$ cat config.mk
export PLATFORM = sky130hd
export DESIGN_NAME = fetch_unit_flat
export DESIGN_NICKNAME = d
export VERILOG_FILES = /design/src/rtl/fetch_unit_if.sv /design/src/rtl/fetch_unit.sv /design/src/flat_wrapper.sv
export SDC_FILE = /design/constraint.sdc
export NUM_CORES = 1
export LEC_CHECK = 0
export ABC_AREA = 1
export BUFFER_PORTS_ARGS = -buffer_cell sky130_fd_sc_hd__clkbuf_2
export CAP_MARGIN = 30
export CELL_PAD_IN_SITES_DETAIL_PLACEMENT = 1
export CELL_PAD_IN_SITES_GLOBAL_PLACEMENT = 1
export CORE_MARGIN = 1
export CORE_UTILIZATION = 35
export CTS_BUF_LIST = sky130_fd_sc_hd__clkbuf_16
export DETAILED_ROUTE_END_ITERATION = 10
export GPL_TIMING_DRIVEN = 0
export HOLD_SLACK_MARGIN = 0.15
export PLACE_DENSITY_LB_ADDON = 0.1
export SLEW_MARGIN = 40
export SYNTH_ARGS = -nofsm -noshare
export SYNTH_HDL_FRONTEND = slang
export SYNTH_SLANG_ARGS = --single-unit
$ cat constraint.sdc
create_clock -name clk -period 12.1 [get_ports clk]
set_input_delay 0.605 -clock clk [delete_from_list [all_inputs] [get_ports clk]]
set_output_delay 0.605 -clock clk [all_outputs]
set_load 0.03 [all_outputs]
$ cat src/rtl/fetch_unit_if.sv
// fetch_unit_if: handshake and bus signals of the fetch front end.
// Groups the imem request/response, redirect and decode-side queue ports.
//   master: fetch_unit side (drives imem_req_*, inst_valid/out/pc)
//   slave : memory/decode/branch side (drives everything else)
interface fetch_unit_if #(
   parameter int XLEN = 32
);
   logic            imem_req_valid;
   logic [XLEN-1:0] imem_req_addr;
   logic            imem_req_ready;
   logic            imem_resp_valid;
   logic [31:0]     imem_resp_data;
   logic            redirect_valid;
   logic [XLEN-1:0] redirect_pc;
   logic            inst_valid;
   logic [31:0]     inst_out;
   logic [XLEN-1:0] inst_pc;
   logic            inst_ready;

   modport master (
      output imem_req_valid,
      output imem_req_addr,
      input  imem_req_ready,
      input  imem_resp_valid,
      input  imem_resp_data,
      input  redirect_valid,
      input  redirect_pc,
      output inst_valid,
      output inst_out,
      output inst_pc,
      input  inst_ready
   );

   modport slave (
      input  imem_req_valid,
      input  imem_req_addr,
      output imem_req_ready,
      output imem_resp_valid,
      output imem_resp_data,
      output redirect_valid,
      output redirect_pc,
      input  inst_valid,
      input  inst_out,
      input  inst_pc,
      output inst_ready
   );
endinterface

$ cat src/rtl/fetch_unit.sv
// fetch_unit: decoupled RV32I fetch; owns the PC, pipelines imem requests
// and queues {inst, pc} for decode; redirects squash the old path.
// Ports: clk, rst (sync, active-high), bus (fetch_unit_if.master):
//   imem_req_*/imem_resp_* to memory, redirect_* from branch resolution,
//   inst_valid/inst_out/inst_pc/inst_ready to decode.
// Option: define FETCH_JAL_PREDICT_EN to follow JAL targets on return.
module fetch_unit #(
   parameter int              XLEN     = 32,
   parameter int              DEPTH    = 4,
   parameter logic [XLEN-1:0] RESET_PC = '0
) (
   input logic          clk,
   input logic          rst,
   fetch_unit_if.master bus
);

   localparam int AW = $clog2(DEPTH);
   localparam int CW = AW + 1;

   logic [XLEN-1:0] fetch_pc;

   logic [31:0]     q_inst [DEPTH];
   logic [XLEN-1:0] q_pc   [DEPTH];
   logic [AW-1:0]   q_head;
   logic [AW-1:0]   q_tail;
   logic [CW-1:0]   q_cnt;

   // PCs of accepted requests, in issue order
   logic [XLEN-1:0] f_pc [DEPTH];
   logic [AW-1:0]   f_head;
   logic [AW-1:0]   f_tail;
   logic [CW-1:0]   f_cnt;

   logic [CW-1:0]   discard;
   logic [31:0]     hold_inst;
   logic [XLEN-1:0] hold_pc;

   logic [CW:0]     used;
   logic            credit;
   logic            redir;
   logic            req_fire;
   logic            resp_fire;
   logic            drop;
   logic            keep;
   logic            jal_hit;
   logic            pop;
   logic            q_nempty;
   logic [31:0]     rdata;

   assign redir     = bus.redirect_valid;
   assign rdata     = bus.imem_resp_data;
   assign q_nempty  = q_cnt != '0;
   assign used      = {1'b0, q_cnt} + {1'b0, f_cnt};
   // queue slots are reserved at issue, so a return always has room
   assign credit    = used < (CW+1)'(DEPTH);

   // a stray response with nothing outstanding (e.g. after reset) is ignored
   assign resp_fire = ~rst & bus.imem_resp_valid & (f_cnt != '0);
   assign drop      = resp_fire & (discard != '0);
   assign keep      = resp_fire & (discard == '0) & ~redir;

`ifdef FETCH_JAL_PREDICT_EN
   logic [XLEN-1:0] jimm;
   assign jimm = {{(XLEN-20){rdata[31]}}, rdata[19:12],
                  rdata[20], rdata[30:21], 1'b0};
   assign jal_hit = keep & (rdata[6:0] == 7'b1101111);
`else
   assign jal_hit = 1'b0;
`endif

   assign bus.imem_req_valid = ~rst & ~redir & ~jal_hit & credit;
   assign bus.imem_req_addr  = fetch_pc;
   assign req_fire = bus.imem_req_valid & bus.imem_req_ready;

   assign bus.inst_valid = ~rst & q_nempty;
   assign bus.inst_out   = q_nempty ? q_inst[q_head] : hold_inst;
   assign bus.inst_pc    = q_nempty ? q_pc[q_head] : hold_pc;
   assign pop = bus.inst_valid & bus.inst_ready & ~redir;

   always_ff @(posedge clk) begin
      if (req_fire) f_pc[f_tail] <= fetch_pc;
      if (keep) begin
         q_inst[q_tail] <= rdata;
         q_pc[q_tail]   <= f_pc[f_head];
      end
   end

   always_ff @(posedge clk) begin
      if (rst) begin
         fetch_pc  <= RESET_PC;
         q_head    <= '0;
         q_tail    <= '0;
         q_cnt     <= '0;
         f_head    <= '0;
         f_tail    <= '0;
         f_cnt     <= '0;
         discard   <= '0;
         hold_inst <= '0;
         hold_pc   <= '0;
      end else begin
         if (req_fire) f_tail <= f_tail + 1'b1;
         if (resp_fire) f_head <= f_head + 1'b1;
         f_cnt <= f_cnt + CW'(req_fire) - CW'(resp_fire);

         // keeps the last head visible once the queue drains or flushes
         if (q_nempty) begin
            hold_inst <= q_inst[q_head];
            hold_pc   <= q_pc[q_head];
         end

         if (redir) begin
            fetch_pc <= {bus.redirect_pc[XLEN-1:2], 2'b00};
            // everything still outstanding belongs to the old path
            discard  <= f_cnt - CW'(resp_fire);
            q_head   <= q_tail;
            q_cnt    <= '0;
         end else begin
`ifdef FETCH_JAL_PREDICT_EN
            if (jal_hit) begin
               fetch_pc <= f_pc[f_head] + jimm;
               discard  <= f_cnt - CW'(1);
            end else if (req_fire) begin
               fetch_pc <= fetch_pc + XLEN'(4);
            end else if (drop) begin
               discard <= discard - 1'b1;
            end
`else
            if (req_fire) fetch_pc <= fetch_pc + XLEN'(4);
            if (drop) discard <= discard - 1'b1;
`endif
            if (keep) q_tail <= q_tail + 1'b1;
            if (pop) q_head <= q_head + 1'b1;
            q_cnt <= q_cnt + CW'(keep) - CW'(pop);
         end
      end
   end

endmodule

$ cat src/flat_wrapper.sv
// flat-port wrapper written by rule: the top's interface ports become plain ports
module fetch_unit_flat 
#(
   parameter int              XLEN     = 32,
   parameter int              DEPTH    = 4,
   parameter logic [XLEN-1:0] RESET_PC = '0
)
  (clk, rst, bus_imem_req_valid, bus_imem_req_addr, bus_imem_req_ready, bus_imem_resp_valid, bus_imem_resp_data, bus_redirect_valid, bus_redirect_pc, bus_inst_valid, bus_inst_out, bus_inst_pc, bus_inst_ready);
  fetch_unit_if #(.XLEN(XLEN)) bus_i ();
  input logic clk;
  input logic rst;
  output wire logic [$bits(bus_i.imem_req_valid)-1:0] bus_imem_req_valid;
  output wire logic [$bits(bus_i.imem_req_addr)-1:0] bus_imem_req_addr;
  input wire logic [$bits(bus_i.imem_req_ready)-1:0] bus_imem_req_ready;
  input wire logic [$bits(bus_i.imem_resp_valid)-1:0] bus_imem_resp_valid;
  input wire logic [$bits(bus_i.imem_resp_data)-1:0] bus_imem_resp_data;
  input wire logic [$bits(bus_i.redirect_valid)-1:0] bus_redirect_valid;
  input wire logic [$bits(bus_i.redirect_pc)-1:0] bus_redirect_pc;
  output wire logic [$bits(bus_i.inst_valid)-1:0] bus_inst_valid;
  output wire logic [$bits(bus_i.inst_out)-1:0] bus_inst_out;
  output wire logic [$bits(bus_i.inst_pc)-1:0] bus_inst_pc;
  input wire logic [$bits(bus_i.inst_ready)-1:0] bus_inst_ready;
  assign bus_imem_req_valid = bus_i.imem_req_valid;
  assign bus_imem_req_addr = bus_i.imem_req_addr;
  assign bus_i.imem_req_ready = bus_imem_req_ready;
  assign bus_i.imem_resp_valid = bus_imem_resp_valid;
  assign bus_i.imem_resp_data = bus_imem_resp_data;
  assign bus_i.redirect_valid = bus_redirect_valid;
  assign bus_i.redirect_pc = bus_redirect_pc;
  assign bus_inst_valid = bus_i.inst_valid;
  assign bus_inst_out = bus_i.inst_out;
  assign bus_inst_pc = bus_i.inst_pc;
  assign bus_i.inst_ready = bus_inst_ready;
  fetch_unit #(.XLEN(XLEN), .DEPTH(DEPTH), .RESET_PC(RESET_PC)) u_core (.clk(clk), .rst(rst), .bus(bus_i));
endmodule
Word level (Yosys, flattened, before mapping). Memory sizes are Yosys's and may differ from the RTL's. A register that Yosys moved wholly into a read port is not among the register bits. Cells that the tools add are included.

Logic and storage cells: 67. Input port bits: 70. Memory bits (writable): 384. Register bits: 113. Memories kept: 3.

Bitwise operators: 13. Add/subtract/negate cells: 12. $lt $le $gt $ge: 1. Multiplexer cells: 18. Reduce and logical (&&, ||, !) cells: 9.

Memories: u_core.f_pc (depth 4, width 32, rd ports 1, clocked after memory_dff 1, write ports 1, RTL line fetch_unit.sv:29) `logic [XLEN-1:0] f_pc [DEPTH];`; u_core.q_inst (depth 4, width 32, rd ports 1, clocked after memory_dff 1, write ports 1, RTL line fetch_unit.sv:22) `logic [31:0] q_inst [DEPTH];`; u_core.q_pc (depth 4, width 32, rd ports 1, clocked after memory_dff 1, write ports 1, RTL line fetch_unit.sv:23) `logic [XLEN-1:0] q_pc [DEPTH];`.

Operator list (number): $mux W32 (4); $add A32 B3 Y32 const B (1); $mux W2 (8); $and A1 B1 Y1 (11); $reduce_bool A3 Y1 (3); $sub A3 B1 Y3 (3); $add A2 B1 Y2 const B (4); $add A3 B1 Y3 (2); $mux W3 (2); $reduce_bool A2 Y1 (3); $add A3 B3 Y4 (1); $lt A4 B3 Y1 const B (1); $mux W1 (4); $logic_not A3 Y1 (1); $sub A3 B1 Y3 const B (1); $not A1 Y1 (2); $reduce_and A2 Y1 (1); $reduce_or A2 Y1 (1).

Logic depth before layout (Yosys ltp).
Depth in word-level cells: 8. Depth in mapped cells: 13.

Least setup slack after synthesis. Ideal clock, no wire load.

Path type: input-to-reg. Start: in rst. End: mem u_core.q_inst[0][0] (enable). Arrival time: 3.885 ns. Path buffers: 1. Library setup time: 0.482 ns. Setup slack: 7.733 ns. Cell stages on the path: 6. Cells stage by stage: buf_6 -> inv_2 -> nand3_1 -> nor4_4 -> inv_1 -> nor2_1.

Word-level cells in the longest chain between the ends: 7.

Ends and longest elaborated chain: start: declaration (RTL line flat_wrapper.sv:11) `input logic rst;`; $not A1 Y1 (RTL line fetch_unit.sv:58) `assign resp_fire = ~rst & bus.imem_resp_valid & (f_cnt != '0);`; $and A1 B1 Y1 (2 in a row) (RTL line fetch_unit.sv:58); $and A1 B1 Y1 (2 in a row) (RTL line fetch_unit.sv:60) `assign keep = resp_fire & (discard == '0) & ~redir;`; $mux W1 (RTL line fetch_unit.sv:82) `if (keep) begin`; $mux W1 (implied by the code) (RTL line fetch_unit.sv:83) `q_inst[q_tail] <= rdata;`; end: declaration (RTL line fetch_unit.sv:22).

Every way passes these cells.

Worst setup path in the final report.
Start: reg u_core.q_cnt[1]. End: out bus_inst_pc[20].

Word-level cells in the longest chain between the ends: 2.

Ends and longest elaborated chain: start: declaration (RTL line fetch_unit.sv:26) `logic [CW-1:0] q_cnt;`; start signal: assignment (RTL line fetch_unit.sv:133) `q_cnt <= q_cnt + CW'(keep) - CW'(pop);`; $reduce_bool A3 Y1 (RTL line fetch_unit.sv:52) `assign q_nempty = q_cnt != '0;`; $mux W32 (RTL line fetch_unit.sv:77) `assign bus.inst_pc = q_nempty ? q_pc[q_head] : hold_pc;`; end: declaration (RTL line flat_wrapper.sv:21) `output wire logic [$bits(bus_i.inst_pc)-1:0] bus_inst_pc;`.

Every way passes these cells.

==> run_results.csv <==
group,metric,value,unit
placement,port_buffers,161,
die,die-area,56300,µm²
worst_setup_path,regToRegSetupSlack,9.50,ns
sta,setup_tns,0,ns
routing,wl_met3,1910,µm
worst_setup_path,start_kind,"flip-flop",
clocking,cts_resized,0,
logic_synthesis,synthDistinctLibCells,38,
sta,rsz0062_at_grt,"no",
routing,ant_nets,0,
grt,grt_pass1_wl,85000,µm
sta,maxSlewHeadroom,0.475,
logic_synthesis,synth_seq_cells,483,
worst_setup_path,path_max_fanout,10,
die,rows,85,
routing,drtIter0Drc,711,
routing,drc,0,
clocking,cts_buffers,53,
placement,hpwl,38600,µm
routing,firstDrtPassIters,5,
routing,vias,13700,
worst_setup_path,max_stage_delay,0.59,ns
cells_and_area,area_growth,20.4,%
routing,drt-total-wl,55500,µm
logic_synthesis,netlist_instances,1750,
cells_and_area,antenna_cells,0,
cells_and_area,postLayoutCoreUtil,0.430,
run_status,status,"finished clean",
cells_and_area,fin_nets,2084,
worst_hold_path,worstHoldPathType,"input pin to flip-flop",
routing,wl_met1,25100,µm
clocking,postCtsSetupBuffers,0,
clocking,clk_path_buf_depth,3,
worst_setup_path,worst-path-buf-inv,5,
die,ios,168,
logic_synthesis,syn_area,19400,µm²
sta,fin_ws,8.59,ns
placement,place.gp.congestion,0.765,
pwr,leakagePower,8.72,nW
worst_setup_path,crit_path_frequent_cell,"nand2_1",
routing,wl_per_cell,20.3,µm
sta,period_needed,3.51,ns
flow_run,cap_violations,0,
clocking,cts-root-buf,"clkbuf_16",
sta,period_share,0.290,
die,dieHeight,237,µm
grt,grt_max_degree,18,
routing,topRoutingLayerUsed,"met4",
worst_setup_path,crit_chain,"nor3_4 > buf_6 > inv_2 > clkbuf_1 > buf_2 > nand2_1 > nand2_1 > clkbuf_2",
routing,routed-wl-met2,26900,µm
die,core-area,54200,µm²
logic_synthesis,synth_warnings,0,
placement,place_worst_setup_slack,9.16,ns
logic_synthesis,avgSynthCellArea,11.1,µm²
clocking,path_clk_slew,0.06,ns
sta,setup_viol,0,
sta,tightest_slew,0.788,ns
routing,routed_via_density,5.01,
clocking,cts_num_sinks,483,
sta,drv_slew,0,
sta,skew,0.0144,ns
logic_synthesis,ys_seq_area_frac,0.690,
clocking,cts_tree,"done",
clocking,htree_levels,2,
cells_and_area,drive_gt1_frac,0.161,
worst_setup_path,critPathRequiredTime,11.49,ns
logic_synthesis,synth-edff-count,368,
die,die_w,237,µm
sta,hold_violations,0,
pwr,powerDensity,164,nW/µm²
worst_setup_path,slowest_stage,"clkbuf_1",
clocking,cts_hold_buffers,0,
grt,antenna_found_initial,1,
logic_synthesis,synth_flop_cell,"edfxtp_1",
logic_synthesis,async_reset_ff_frac,0,
worst_setup_path,path_class,"flip-flop to primary output",
worst_setup_path,critPathCaptureType,"primary output",
die,start_util,0.357,
pwr,irDropWorstVdd,0.0863,mV
grt,grt_pass1_vias,14400,
grt,grt_usage,0.198,
clocking,clk_latency,0.59,ns
worst_setup_path,cp.arrival,2.91,ns
sta,fmax,0.285,GHz
grt,grt_overflow,0,
worst_setup_path,critPathTopFamily,"buffers and inverters",
-- worst reg2reg max path, cell delays in order, from the launching register on --
cell and delay (ns):
dfxtp_1 0.46, ha_1 0.28, nand3_1 0.08, nand2_1 0.08, nor2_4 0.15, nand2_4 0.14, clkinv_4 0.13, buf_6 0.18
ha_1 0.18, inv_1 0.05, fa_1 0.37, xor2_1 0.16, o21ai_0 0.16, a21oi_1 0.05
-- cells in the mapped netlist (2+ instances only) --
cell / n / area share
nor2_2: 3 / 0.00097
xor2_1: 9 / 0.0041
nor2_1: 318 / 0.062
buf_4: 12 / 0.0047
a21oi_1: 86 / 0.022
buf_6: 5 / 0.0029
xnor2_1: 4 / 0.0018
o32ai_1: 62 / 0.028
nand2_1: 323 / 0.063
dfxtp_1: 115 / 0.12
nand2_4: 2 / 0.0012
or2_2: 2 / 0.00065
buf_2: 18 / 0.0047
nor3_1: 3 / 0.00078
o22ai_1: 30 / 0.0097
a31oi_1: 6 / 0.0019
nor2_4: 3 / 0.0017
edfxtp_1: 368 / 0.57
nand2_2: 2 / 0.00065
fa_1: 2 / 0.0021
o21ai_0: 150 / 0.039
o21ai_1: 6 / 0.0016
inv_1: 84 / 0.016
o211ai_1: 5 / 0.0019
nand4_1: 3 / 0.00097
nand3_1: 38 / 0.0098
clkbuf_1: 56 / 0.011
ha_1: 19 / 0.012
buf_1: 4 / 0.00078
inv_2: 4 / 0.00078
-- final cells by class --
type                            instances  area (µm²)
Buffer                                 95         468
Timing Repair Buffer                  187        1310
Tap cell                              696         871
Clock buffer                           53        1330
Fill cell                            5896       30900
Multi-Input combinational cell       1084        5280
Clock inverter                         45         387
Sequential cell                       483       13400
Inverter                               89         339
-- report_power, final --
part	switching, W	leakage (nW)	internal, W
Combinational	0.000236	3.57	0.0000974
Clock	0.000659	0.879	0.000942
Sequential	0.0000371	4.27	0.00185
-- registers in the layout, summed over array words and instances, names as in the netlist, 3 cells and up, named ones only --
name	flops
u_core.q_inst	128
u_core.hold_inst	32
u_core.discard	3
u_core.f_cnt	3
u_core.bus.imem_req_addr	30
u_core.q_pc	120
u_core.q_cnt	3
u_core.f_pc	120
u_core.hold_pc	32
-- layout by cell type (no fill, tap or decap), types with 7 or more instances in the layout --
cell type  count
bufinv_16      7
clkbuf_1      51
dfxtp_1      115
o21ai_0      150
nand2_1      323
buf_4         12
nor2_1       310
clkinv_1      13
buf_16         9
inv_1         97
buf_2         18
edfxtp_1     368
o32ai_1       62
ha_1          19
a21oi_1       86
nor2_4        11
buf_8         16
clkbuf_2     166
nand3_1       38
xor2_1         9
clkbuf_16     53
o22ai_1       30
-- stage by stage --
| step | total power, W | instances | hold WS, ns | cell area, µm² |
|---|---|---|---|---|
| 2_1_floorplan | 0.00211 | 1751 | 0.421 | 19400 |
| 3_3_place_gp | 0.00224 | 2608 | 0.430 | 21000 |
| 3_5_place_dp | 0.00226 | 2634 | 0.436 | 21600 |
| 4_1_cts | 0.00387 | 2732 | 0.201 | 23300 |
| 5_1_grt | 0.00396 | 2732 | 0.211 | 23300 |
| 6_report | 0.00382 | 2732 | 0.238 | 23300 |
-- cell families (layout without fill, tap and decap cells) --
family	count (synthesis)	after routing	share of synthesized area
adder cells (fa/ha/maj)	21	21	0.0143
other	1	2	0.000194
buffers and inverters	184	469	0.0414
AND/OR/NAND/NOR	702	702	0.144
flip-flops	483	483	0.690
AO/OA/AOI/OAI	346	346	0.105
XOR/XNOR	13	13	0.00588
-- final timing paths --
path / depth (start not counted) / from / end
min reg2reg: 2 / u_core.hold_pc[1] / u_core.hold_pc[1]
max: 8 / u_core.q_cnt[1] / bus_inst_pc[20]
min: 1 / bus_imem_resp_data[26] / u_core.q_inst[1][26]
max reg2reg: 13 / u_core.q_cnt[1] / u_core.f_cnt[2]
-- layer usage --
metal / vias to the layer above / track usage
met5: - / 0
met4: 0 / 0.0626
met3: 88 / 0.0294
met2: 248 / 0.341
met1: 6765 / 0.256
li1: 6587 / -
Power figures use the tool's default switching activity.
